## config.mk

```make
export PLATFORM = sky130hd
export DESIGN_NAME = opcode_executor
export DESIGN_NICKNAME = d
export VERILOG_FILES = /design/src/rtl/opcode_executor.sv
export SDC_FILE = /design/constraint.sdc
export NUM_CORES = 1
export LEC_CHECK = 0
export ABC_AREA = 1
export BUFFER_PORTS_ARGS = -buffer_cell sky130_fd_sc_hd__buf_2
export CELL_PAD_IN_SITES_DETAIL_PLACEMENT = 0
export CELL_PAD_IN_SITES_GLOBAL_PLACEMENT = 1
export CORE_ASPECT_RATIO = 0.7
export CORE_UTILIZATION = 46
export DETAILED_ROUTE_END_ITERATION = 10
export GPL_TIMING_DRIVEN = 0
export HOLD_SLACK_MARGIN = 0.1
export PLACE_DENSITY = 0.83
export SLEW_MARGIN = 20
export SYNTH_ARGS = -nofsm -noshare
export SYNTH_HDL_FRONTEND = slang
export SYNTH_SLANG_ARGS = --single-unit
export TNS_END_PERCENT = 10
```

## constraint.sdc

```tcl
create_clock -name clk -period 4.85 [get_ports clk]
set_input_delay 0.485 -clock clk [delete_from_list [all_inputs] [get_ports clk]]
set_output_delay 0.485 -clock clk [all_outputs]
set_load 0.1 [all_outputs]
```

## src/rtl/opcode_executor.sv

```systemverilog
// Responder end of the 12-bit opcode interface: executes one opcode at a time
// against working registers A/B/C and result registers Ao/Bo/Co.
module opcode_executor #(
  parameter int WIDTH    = 16,
  parameter int MUL_ITER = 16
) (
  input  logic             clk,
  input  logic             rst,
  input  logic             op_valid,
  output logic             op_ready,
  input  logic [11:0]      opcode,
  input  logic [WIDTH-1:0] Mem_Dat_X,
  input  logic [WIDTH-1:0] Mem_Dat_Y,
  output logic [WIDTH-1:0] Aout,
  output logic [WIDTH-1:0] Bout,
  output logic [WIDTH-1:0] Cout,
  output logic             done,
  output logic             err,
  output logic             carry,
  output logic             zero
);

  localparam int CW = $clog2(MUL_ITER) + 1;

  typedef enum logic [1:0] {IDLE = 2'd0, EXEC = 2'd1, MUL = 2'd2} state_t;

  state_t state, next_state;

  logic [WIDTH-1:0]   a, b, c, ao, bo, co;
  logic [2*WIDTH-1:0] acc, acc_next, mcand;
  logic [WIDTH-1:0]   mplier;
  logic [CW-1:0]      cnt;
  logic [1:0]         mul_dst;
  logic               mul_last;

  logic [2:0]       kind, func;
  logic [1:0]       f1, f2, f3;
  logic [WIDTH-1:0] p_val, q_val, alu_val, move_val, wr_val;
  logic             alu_carry, alu_ok, is_mul;
  logic             illegal, wr_work, wr_res, start_mul;
  logic [1:0]       work_dst;

  assign kind = opcode[11:9];
  assign f1   = opcode[8:7];
  assign f2   = opcode[6:5];
  assign f3   = opcode[4:3];
  assign func = opcode[2:0];

  assign Aout = ao;
  assign Bout = bo;
  assign Cout = co;

  assign mul_last = (cnt == CW'(MUL_ITER - 1));

  // ALU operand code: 00 A, 01 B, 10 C, 11 Ao
  function automatic logic [WIDTH-1:0] pick_op(input logic [1:0] sel,
                                               input logic [WIDTH-1:0] ra, rb, rc, rao);
    case (sel)
      2'b00:   pick_op = ra;
      2'b01:   pick_op = rb;
      2'b10:   pick_op = rc;
      default: pick_op = rao;
    endcase
  endfunction

  assign p_val = pick_op(f2, a, b, c, ao);
  assign q_val = pick_op(f3, a, b, c, ao);

  // single-cycle ALU functions; MUL is only flagged here
  always_comb begin
    alu_val   = '0;
    alu_carry = 1'b0;
    alu_ok    = 1'b1;
    is_mul    = 1'b0;
    case (func)
      3'b000: {alu_carry, alu_val} = {1'b0, p_val} + {1'b0, q_val};
      3'b001: alu_val = ~p_val + WIDTH'(1);
      3'b010: begin
        alu_val   = {1'b0, p_val[WIDTH-1:1]};
        alu_carry = p_val[0];
      end
      3'b011: begin
        alu_val   = {p_val[WIDTH-2:0], 1'b0};
        alu_carry = p_val[WIDTH-1];
      end
      3'b100: alu_val = p_val & {WIDTH{q_val[0]}};
      3'b101: begin
        alu_val   = p_val - q_val;
        alu_carry = (p_val >= q_val);
      end
      3'b110: is_mul = 1'b1;
      default: alu_ok = 1'b0;
    endcase
  end

  // MOVE source: 00 Ao, 01 Bo, 10 Co
  always_comb begin
    case (f1)
      2'b00:   move_val = ao;
      2'b01:   move_val = bo;
      2'b10:   move_val = co;
      default: move_val = '0;
    endcase
  end

  // opcode decode into write enables and the value to be written
  always_comb begin
    illegal  = 1'b0;
    wr_work  = 1'b0;
    wr_res   = 1'b0;
    wr_val   = '0;
    work_dst = f1;
    case (kind)
      3'b000: illegal = 1'b0;
      3'b001: begin
        if (f1 == 2'b11 || !alu_ok) begin
          illegal = 1'b1;
        end else if (!is_mul) begin
          wr_res = 1'b1;
          wr_val = alu_val;
        end else begin
          wr_res = 1'b0;
        end
      end
      3'b010: begin
        if (f1 == 2'b11) begin
          illegal = 1'b1;
        end else begin
          wr_work = 1'b1;
          wr_val  = opcode[0] ? Mem_Dat_Y : Mem_Dat_X;
        end
      end
      3'b011: begin
        work_dst = f2;
        if (f1 == 2'b11 || f2 == 2'b11) begin
          illegal = 1'b1;
        end else begin
          wr_work = 1'b1;
          wr_val  = move_val;
        end
      end
      default: illegal = 1'b1;
    endcase
  end

  assign start_mul = (kind == 3'b001) && is_mul && !illegal;

  // one shift-add step of the multiplier
  always_comb begin
    if (mplier[0]) begin
      acc_next = acc + mcand;
    end else begin
      acc_next = acc;
    end
  end

  // state register
  always_ff @(posedge clk) begin
    if (rst) begin
      state <= IDLE;
    end else begin
      state <= next_state;
    end
  end

  // next-state logic
  always_comb begin
    next_state = state;
    case (state)
      IDLE: begin
        if (op_valid) begin
          next_state = start_mul ? MUL : EXEC;
        end else begin
          next_state = IDLE;
        end
      end
      EXEC: next_state = IDLE;
      MUL: begin
        if (mul_last) begin
          next_state = IDLE;
        end else begin
          next_state = MUL;
        end
      end
      default: next_state = IDLE;
    endcase
  end

  // handshake output
  always_comb begin
    op_ready = (state == IDLE);
  end

  // datapath: single-cycle ops retire on the accept edge, MUL on its last step
  always_ff @(posedge clk) begin
    if (rst) begin
      a       <= '0;
      b       <= '0;
      c       <= '0;
      ao      <= '0;
      bo      <= '0;
      co      <= '0;
      carry   <= 1'b0;
      zero    <= 1'b0;
      done    <= 1'b0;
      err     <= 1'b0;
      acc     <= '0;
      mcand   <= '0;
      mplier  <= '0;
      cnt     <= '0;
      mul_dst <= 2'b00;
    end else begin
      done <= 1'b0;
      err  <= 1'b0;
      if (state == IDLE && op_valid) begin
        if (illegal) begin
          done <= 1'b1;
          err  <= 1'b1;
        end else if (start_mul) begin
          acc     <= '0;
          mcand   <= {{WIDTH{1'b0}}, p_val};
          mplier  <= q_val;
          cnt     <= '0;
          mul_dst <= f1;
        end else begin
          done <= 1'b1;
          if (wr_work) begin
            case (work_dst)
              2'b00:   a <= wr_val;
              2'b01:   b <= wr_val;
              2'b10:   c <= wr_val;
              default: a <= a;
            endcase
          end
          if (wr_res) begin
            case (f1)
              2'b00:   ao <= wr_val;
              2'b01:   bo <= wr_val;
              2'b10:   co <= wr_val;
              default: ao <= ao;
            endcase
            carry <= alu_carry;
            zero  <= (alu_val == '0);
          end
        end
      end else if (state == MUL) begin
        acc    <= acc_next;
        mcand  <= {mcand[2*WIDTH-2:0], 1'b0};
        mplier <= {1'b0, mplier[WIDTH-1:1]};
        cnt    <= cnt + CW'(1);
        if (mul_last) begin
          case (mul_dst)
            2'b00:   ao <= acc_next[WIDTH-1:0];
            2'b01:   bo <= acc_next[WIDTH-1:0];
            2'b10:   co <= acc_next[WIDTH-1:0];
            default: ao <= ao;
          endcase
          carry <= |acc_next[2*WIDTH-1:WIDTH];
          zero  <= (acc_next[WIDTH-1:0] == '0);
          done  <= 1'b1;
        end
      end
    end
  end

endmodule

```

==> flow_metrics.tcl <==
set metrics [dict create \
    status "finished with violations" \
    violations "DRC" \
    drtAntennaViolNets 0 \
    antenna-diode-count 0 \
    reg2reg_depth 19 \
    clock_sinks 189 \
    crit_fanout 10 \
    fp.dieW_um 220 \
    clockBufferDepth 2 \
    synth_nets 2746 \
    rsz0062_at_grt "no" \
    synth_top_area_frac 0.248 \
    critPathRequiredTime_ns 5.23 \
    crit_path_start_kind "primary input" \
    io_pins 100 \
    grt_first_pass_wirelength_um 100000 \
    grt_max_degree 23 \
    cts-resized-gates 0 \
    initial_utilization 0.471 \
    synth_edf_count 0 \
    placed_area_um2 16300 \
    post-place-cells 3153 \
    combinationalPowerShare 0.224 \
    synthCells 2629 \
    intPower_mw 2.50 \
    routabilityCongestion 1.07 \
    post-synth-top-area-cell "dfxtp_1" \
    htreeDepth 4 \
    drtPass1Iterations 8 \
    period_share 0.966 \
    final_area_um2 16900 \
    drive_gt1_frac 0.0986 \
    cts_made_buffers 17 \
    skew_ns 0.0241 \
    power.total_mw 4.03 \
    drt-initial-drc-count 2763 \
    nets 2862 \
    syn2layout_area_growth_pct 10.8 \
    synth.cell_area_um2 15300 \
    drc 2 \
    ir_worst_vdd_uv 204 \
    instances_no_fill 3185 \
    hold_viol 0 \
    synth_flop_cell "dfxtp_1" \
    rows 55 \
    io_buffers 97 \
    cts_tree "built" \
    timing.hold.ws_ns 0.319 \
    maxCapViolCount 0 \
    tns_ns 0 \
    slew_viol_final 0 \
    p_switching_mw 1.53 \
    layout_commonest_cell "nand2_1" \
    hold_buffers 0 \
    cts_root_buffer "clkbuf_16" \
    totalWireLength_um 68300 \
    critPathCaptureType "flip-flop" \
    synth_area_leaders "dfxtp_1 (25%), nand2_1 (20%), inv_1 (9.9%), a21oi_1 (7.0%), nand3_1 (6.1%)" \
    p_per_area_nw_per_um2 238 \
    seqPwrFrac 0.397 \
    worst_slew_pin_slew_ns 1.21 \
    p_leak_nw 8.59 \
    arrival_ns 5.06 \
    period_needed_ns 4.68 \
    insertion_delay_ns 0.48 \
    p_sw_frac 0.379 \
    setup_viol 0 \
    synth_xor_area_frac 0.00630 \
    max_freq_mhz 214 \
    synth_warnings 0 \
    n_fill_cell 3517 \
    seq_area_frac_synth 0.248 \
    core-area_um2 32500 \
    die-height_um 155 \
    relSlewSlack 0.182 \
    yosys_register_bits 189 \
    synthDistinctLibCells 55 \
    synthSimpleGateAreaFrac 0.376 \
    via_count 18200 \
    dp_hpwl_um 56200 \
    synth_mux_area_frac 0 \
    critPathKind "primary input to flip-flop" \
    vias_per_cell 5.71 \
    antenna_found_initial 0 \
    pwr-share-clk 0.379 \
    final_cell_mix "nand2_1 (808), inv_1 (402), a21oi_1 (213), nor2_1 (211), dfxtp_1 (189)" \
    grt.total_usage 0.402 \
    async_flop_share 0 \
    synth_top_family_by_area "simple AND/OR/NAND/NOR gates" \
    avgSynthCellArea_um2 5.81 \
    cts_setup_buffers 0 \
    wl_per_cell_um 21.5 \
    grt_overflow 0 \
    grt_pass1_vias 16100 \
    synth_adder_area_share 0.0588 \
    clkTransAtPathRegs_ns 0.09 \
    hold_depth 3 \
    dieArea_um2 34000 \
    synth-compound-area-share 0.177 \
    hp-class "primary input to flip-flop" \
]
[power groups by stage]
stage,Sequential (mW),Clock (mW),Combinational [mW]
2_1_floorplan,1.74,0,0.483
3_3_place_gp,1.63,0,0.863
3_5_place_dp,1.63,0,0.867
4_1_cts,1.60,1.53,0.870
5_1_grt,1.60,1.58,0.967
6_report,1.60,1.53,0.903
[stage by stage]
stage                     utilization  worst slack [ns]
after floorplan                     -              1.57
after global placement          0.502            -0.401
after detailed placement        0.502            -0.411
after CTS                       0.521            0.0838
after global routing            0.522            0.0117
final                           0.522             0.167
[worst paths after layout]
| check | slack (ns) | endpoint | start |
|---|---|---|---|
| worst max register to register | 0.41 | Bout[7]$_SDFFE_PP0P_ | Aout[1]$_SDFFE_PP0P_ |
| worst min register to register | 0.48 | mplier[14]$_SDFFE_PP0P_ | mplier[14]$_SDFFE_PP0P_ |
| worst min-delay path | 0.32 | mul_dst[0]$_SDFFE_PP0P_ | opcode[7] |
| worst max-delay path | 0.17 | b[15]$_SDFFE_PP0P_ | opcode[4] |
[state kept, by name (all words and copies together) (netlist names), 16 cells and up]
name	count
mplier	16
Aout	16
acc	32
Bout	16
Cout	16
c	16
mcand	32
b	16
a	16
[layer usage]
| metal | share of wire | global-route usage | up-vias |
|---|---|---|---|
| met4 | 0.021 | 0.0998 | 2 |
| met1 | 0.46 | 0.600 | 8395 |
| met3 | 0.16 | 0.185 | 91 |
| met2 | 0.36 | 0.498 | 1085 |
| met5 | 0.0025 | 0.0362 | - |
| li1 | - | - | 8616 |
[Yosys cell counts, drive strengths merged (6+ instances only)]
library cell,number
nand2,839
inv,417
nor2,234
a21oi,215
nand3,195
o21ai,195
dfxtp,189
ha,67
clkbuf,59
buf,43
a31oi,31
nand4,20
nor3,19
or2,18
o22ai,17
o211ai,12
nand3b,7
o32ai,7
xnor2,7
o21bai,6
[worst max-delay path: stages]
cell and delay [ns]:
buf_2 0.10, buf_2 0.24, nand2_1 0.22, clkbuf_1 0.32, o21ai_0 0.79, inv_1 0.30, ha_1 0.36, clkbuf_1 0.38
nand2_1 0.22, nor3_1 0.41, nand3_1 0.25, nand2_1 0.11, nand2_1 0.05, nand3_1 0.12, inv_1 0.06, nor2_1 0.10
nand2_1 0.10, nand2_1 0.09, nand2_1 0.15, o21ai_1 0.16, inv_1 0.05
[cells by family after synthesis]
family	count (synthesis)
compound gates	500
xor+xnor	11
fa+ha+maj	70
buf+inv	524
flops	189
simple gates	1335
[area by class of cell]
type	instances	area (um2)	share of cell area
Buffer	102	457	0.0270
Clock buffer	17	425	0.0251
Clock inverter	15	198	0.0117
Inverter	422	1590	0.0938
Multi-Input combinational cell	1916	9470	0.559
Sequential cell	189	3780	0.223
Tap cell	427	534	0.0315
Timing Repair Buffer	97	485	0.0287
(Power assumes the default switching activity.)
